`config.mk`:
```
export PLATFORM = sky130hd
export DESIGN_NAME = vga_timing_gen
export DESIGN_NICKNAME = d
export VERILOG_FILES = /design/src/rtl/vga_timing_gen.sv
export SDC_FILE = /design/constraint.sdc
export NUM_CORES = 1
export LEC_CHECK = 0
export ABC_AREA = 1
export CAP_MARGIN = 30
export CELL_PAD_IN_SITES_DETAIL_PLACEMENT = 1
export CELL_PAD_IN_SITES_GLOBAL_PLACEMENT = 1
export CORE_AREA = 4 4 76 78
export CTS_BUF_LIST = sky130_fd_sc_hd__clkbuf_16
export CTS_CLUSTER_SIZE = 8
export DETAILED_ROUTE_END_ITERATION = 10
export DIE_AREA = 0 0 80 82
export GPL_TIMING_DRIVEN = 0
export PLACE_DENSITY = 0.84
export REMOVE_ABC_BUFFERS = 1
export SLEW_MARGIN = 0
export SYNTH_ARGS = -nofsm -noshare
export SYNTH_HDL_FRONTEND = slang
export SYNTH_SLANG_ARGS = --single-unit
export TNS_END_PERCENT = 5
```
`constraint.sdc`:
```
create_clock -name clk -period 2.1 [get_ports clk]
set_input_delay 0.21 -clock clk [delete_from_list [all_inputs] [get_ports clk]]
set_output_delay 0.21 -clock clk [all_outputs]
set_load 0.005 [all_outputs]
```
`src/rtl/vga_timing_gen.sv`:
```
// vga_timing_gen
// ---------------
// Generates VGA raster timing (640x480@60 Hz by default) from the system
// clock. A free-running divider produces a one-clk pixel strobe; on every
// strobe the (x,y) position advances and all raster outputs are re-decoded
// from the new position, so every output describes the current (x,y) with
// no relative skew.
//
// Ports:
//   clk          system clock
//   reset_n      asynchronous active-low reset (deassert is pre-synchronised)
//   pclk_en      one-clk strobe every CLK_DIV clks; position advances after it
//   h_sync       horizontal sync, active low
//   v_sync       vertical sync, active low
//   DE           high while (x,y) is inside the visible area
//   x_pixel      horizontal position, 0..H_TOTAL-1
//   y_pixel      vertical position, 0..V_TOTAL-1
//   line_start   high for the pixel period at x==0 (after the first wrap)
//   frame_start  high for the pixel period at (0,0) (after the first wrap)
//
// Handshake: there is no valid/ready pair. Every output is valid on every
// clk; consumers qualify with pclk_en or simply sample the held values.
// H_TOTAL and V_TOTAL must both fit in 10 bits.
module vga_timing_gen #(
  parameter int CLK_DIV = 4,
  parameter int H_RES   = 640,
  parameter int H_FP    = 16,
  parameter int H_SYNC  = 96,
  parameter int H_BP    = 48,
  parameter int V_RES   = 480,
  parameter int V_FP    = 10,
  parameter int V_SYNC  = 2,
  parameter int V_BP    = 33
) (
  input  logic       clk,
  input  logic       reset_n,
  output logic       pclk_en,
  output logic       h_sync,
  output logic       v_sync,
  output logic       DE,
  output logic [9:0] x_pixel,
  output logic [9:0] y_pixel,
  output logic       line_start,
  output logic       frame_start
);

  localparam int H_TOTAL = H_RES + H_FP + H_SYNC + H_BP;
  localparam int V_TOTAL = V_RES + V_FP + V_SYNC + V_BP;

  // A 1-bit divider is kept even for CLK_DIV==1; it then simply stays at 0.
  localparam int DIV_W = (CLK_DIV > 1) ? $clog2(CLK_DIV) : 1;
  localparam logic [DIV_W-1:0] DIV_MAX = DIV_W'(CLK_DIV - 1);

  localparam logic [9:0] H_MAX = 10'(H_TOTAL - 1);
  localparam logic [9:0] V_MAX = 10'(V_TOTAL - 1);
  localparam logic [9:0] H_VIS = 10'(H_RES);
  localparam logic [9:0] V_VIS = 10'(V_RES);
  localparam logic [9:0] H_SS  = 10'(H_RES + H_FP);
  localparam logic [9:0] H_SE  = 10'(H_RES + H_FP + H_SYNC);
  localparam logic [9:0] V_SS  = 10'(V_RES + V_FP);
  localparam logic [9:0] V_SE  = 10'(V_RES + V_FP + V_SYNC);

  logic [DIV_W-1:0] div_cnt;
  logic [DIV_W-1:0] div_nxt;
  logic [9:0]       x_nxt;
  logic [9:0]       y_nxt;

  always_comb begin
    div_nxt = div_cnt + DIV_W'(1);
    if (div_cnt == DIV_MAX) begin
      div_nxt = '0;
    end
  end

  // Next raster position; y only moves when x wraps.
  always_comb begin
    x_nxt = x_pixel + 10'd1;
    y_nxt = y_pixel;
    if (x_pixel == H_MAX) begin
      x_nxt = '0;
      if (y_pixel == V_MAX) begin
        y_nxt = '0;
      end else begin
        y_nxt = y_pixel + 10'd1;
      end
    end
  end

  // Outputs are decoded from the *next* position so they land on the same
  // edge as x_pixel/y_pixel. v_sync is decoded from y only, which changes
  // only on the x wrap, so it toggles exactly at x==0.
  always_ff @(posedge clk or negedge reset_n) begin
    if (!reset_n) begin
      div_cnt     <= '0;
      pclk_en     <= 1'b0;
      x_pixel     <= '0;
      y_pixel     <= '0;
      DE          <= 1'b1;
      h_sync      <= 1'b1;
      v_sync      <= 1'b1;
      line_start  <= 1'b0;
      frame_start <= 1'b0;
    end else begin
      div_cnt <= div_nxt;
      pclk_en <= (div_nxt == DIV_MAX);
      if (pclk_en) begin
        x_pixel     <= x_nxt;
        y_pixel     <= y_nxt;
        DE          <= (x_nxt < H_VIS) && (y_nxt < V_VIS);
        h_sync      <= !((x_nxt >= H_SS) && (x_nxt < H_SE));
        v_sync      <= !((y_nxt >= V_SS) && (y_nxt < V_SE));
        line_start  <= (x_nxt == 10'd0);
        frame_start <= (x_nxt == 10'd0) && (y_nxt == 10'd0);
      end
    end
  end

endmodule

```
==> results.tsv <==
metric	value	unit
status	finished clean	
path_buf_inv	1	
synthCells	266	
core_region_area	5070	um^2
cts_buffer_depth	2	
cts_tree	done	
fin_ws	0.224	ns
cp.required	2.31	ns
arrival	2.09	ns
synth_commonest_cells	nand2_1 (81), inv_1 (35), nand3_1 (26)	
drtIter0Drc	90	
combPwrFrac	0.017	
path_cells	ha_1, nand2_2, nor2_8, inv_1, nor2_4, nand2_1, xor2_1, nand3_1, nor2_1, nand2_1, nand2_1	
ant_nets	0	
synth_cell_types	30	
yosysSeqAreaShare	0.378	
syn_to_final_growth	25.9	%
intPower	926	uW
vias	1818	
worst_slew_margin_rel	0.601	
fin_tns_setup	0	ns
clk_pin_slew	0.08	ns
gp_congestion	0.827	
syn_area_per_cell	7.00	um^2
layout.nets	300	
yosysTopAreaCell	dfrtp_1	
slowest_delay	0.41	ns
swShare	0.193	
cts-root-buf	clkbuf_16	
insertedDiodeCount	0	
synth_enable_flop_cells	0	
critPathLaunchType	flip-flop	
worst_pin_slew	0.597	ns
clkPwrFrac	0.514	
path_max_fanout	5	
power_density	489	nW/um^2
rsz0062_at_grt	no	
grt_max_degree	27	
firstDrtPassIters	4	
p_switching	222	uW
post-route-period-util	0.893	
cts_made_buffers	3	
die_w	80	um
pwr-share-seq	0.469	
synth_top_area_frac	0.336	
min_period	1.88	ns
routed_via_density	5.02	
drive_gt1_frac	0.0993	
grtUsageTotal	0.174	
cts_sinks	28	
grt_overflow	0	
grt_pass1_vias	1896	
numPortBuffers	27	
io_pins	28	
hold_viol	0	
yosysMostFrequentCell	nand2_1	
cts_setup_buffers	0	
grt_pass1_wl	9.08	mm
pre_cts_ws	-0.421	ns
crit_top_cell	nand2_1	
crit_type	flip-flop to flip-flop	
setup_viol_count_final	0	
ys_ff_latch	28	
finClkSkew	0.00237	ns
start_util	0.367	
drc	0	
cap_violations	0	
syn_area	1860	um^2
row_count	26	
peakVddDrop	0.000331	V
critPathSlowestCell	dfrtp_1	
htreeDepth	1	
clk_latency	0.27	ns
drt_wl_total	5.12	mm
numPlacedInstances	358	
dp_hpwl	3.81	mm
synth_warnings	0	
antenna_found_initial	0	
detail_route.wl_per_cell	14.1	um
cpLargestDelayFamily	simple AND/OR/NAND/NOR gates	
end_kind	flip-flop	
hold_path.class	primary input to asynchronous set/reset pin	
synth-main-ff-cell	dfrtp_1	
synthTopCellsByArea	dfrtp_1 (34%), nand2_1 (16%), inv_1 (7.1%)	
p_leak	0.00111	uW
drv_slew	0	
dieArea	6560	um^2
async_flop_share	1.00	
max_freq	533	MHz
layout.cells.non_filler	362	
chipHeight	82	um
[sequential cells by signal, summed over array words and instances (netlist names)]
signal,cells
div_cnt,2
frame_start,1
line_start,1
x_pixel,10
h_sync,1
v_sync,1
pclk_en,1
DE,1
y_pixel,10
[cell families (layout without fill, tap and decap cells)]
group	after synthesis	in the layout	synth area share
buf+inv	43	69	0.0934
xor+xnor	5	5	0.0235
fa+ha+maj	5	5	0.0336
simple gates	157	157	0.391
compound gates	28	28	0.0806
flops	28	28	0.378
[layout by cell type, fill, tap and decap left out, drive strengths merged]
master,count
o21ai,21
dfstp,3
xor2,4
o21a,1
buf,1
clkinv,2
nor2,29
a21oi,4
inv,35
or2,1
nand3,29
clkdlybuf4s50,27
nand3b,2
dfrtp,25
clkbuf,3
ha,5
o21bai,1
nor3,3
bufinv,1
xnor2,1
nand2,87
a31oi,1
nand4,6
[power by group through the flow]
| stage | Sequential (uW) | Clock [uW] | Combinational (uW) |
|---|---|---|---|
| floorplan | 550 | 0 | 0.000581 |
| global placement | 549 | 0 | 13.4 |
| detailed placement | 549 | 0 | 20.4 |
| CTS | 539 | 598 | 20.5 |
| global route | 539 | 624 | 21.9 |
| finish | 539 | 590 | 19.0 |
[path summary, 6_finish.rpt]
kind	from	to	slack (ns)	cells after the start
min in group clk	div_cnt[0]	div_cnt[0]	0.47	1
hold / removal	reset_n	y_pixel[8]	0.31	1
setup / recovery	x_pixel[0]	frame_start	0.22	11
max in group asynchronous	reset_n	h_sync	1.20	2
hold reg to reg	div_cnt[0]	div_cnt[0]	0.47	1
setup reg to reg	x_pixel[0]	frame_start	0.22	11
[what timing repair did]
action	4_1_cts	5_1_grt
hold buffers	0	0
setup endpoints to repair	5	3
resized for setup	3	4
[cell type report]
type	count	area, um^2
clock inverters	1	30.0
fillers	673	2730
well taps	70	87.6
inverters	37	140
flip-flops and latches	28	706
clock buffers	3	75.1
multi-input cells	195	1010
repair buffers	28	298
[layer usage]
metal | up-vias | track usage | part of all wire
met4 | 0 | 0.0405 | 0.013
met3 | 6 | 0.0274 | 0.027
met2 | 30 | 0.315 | 0.51
met1 | 889 | 0.218 | 0.45
met5 | - | 0 | 0
li1 | 893 | - | -
[through the flow]
| step | total power, uW | area (um^2) | util | hold slack, ns |
|---|---|---|---|---|
| 3_3_place_gp | 563 | 2190 | 0.431 | 0.438 |
| 3_5_place_dp | 570 | 2210 | 0.436 | 0.466 |
| 4_1_cts | 1160 | 2330 | 0.459 | 0.335 |
| 2_1_floorplan | 550 | 1830 | - | -0.0856 |
| 5_1_grt | 1190 | 2350 | 0.462 | 0.354 |
| 6_report | 1150 | 2350 | 0.462 | 0.313 |
No activity file was read; power rests on OpenSTA's default activity.
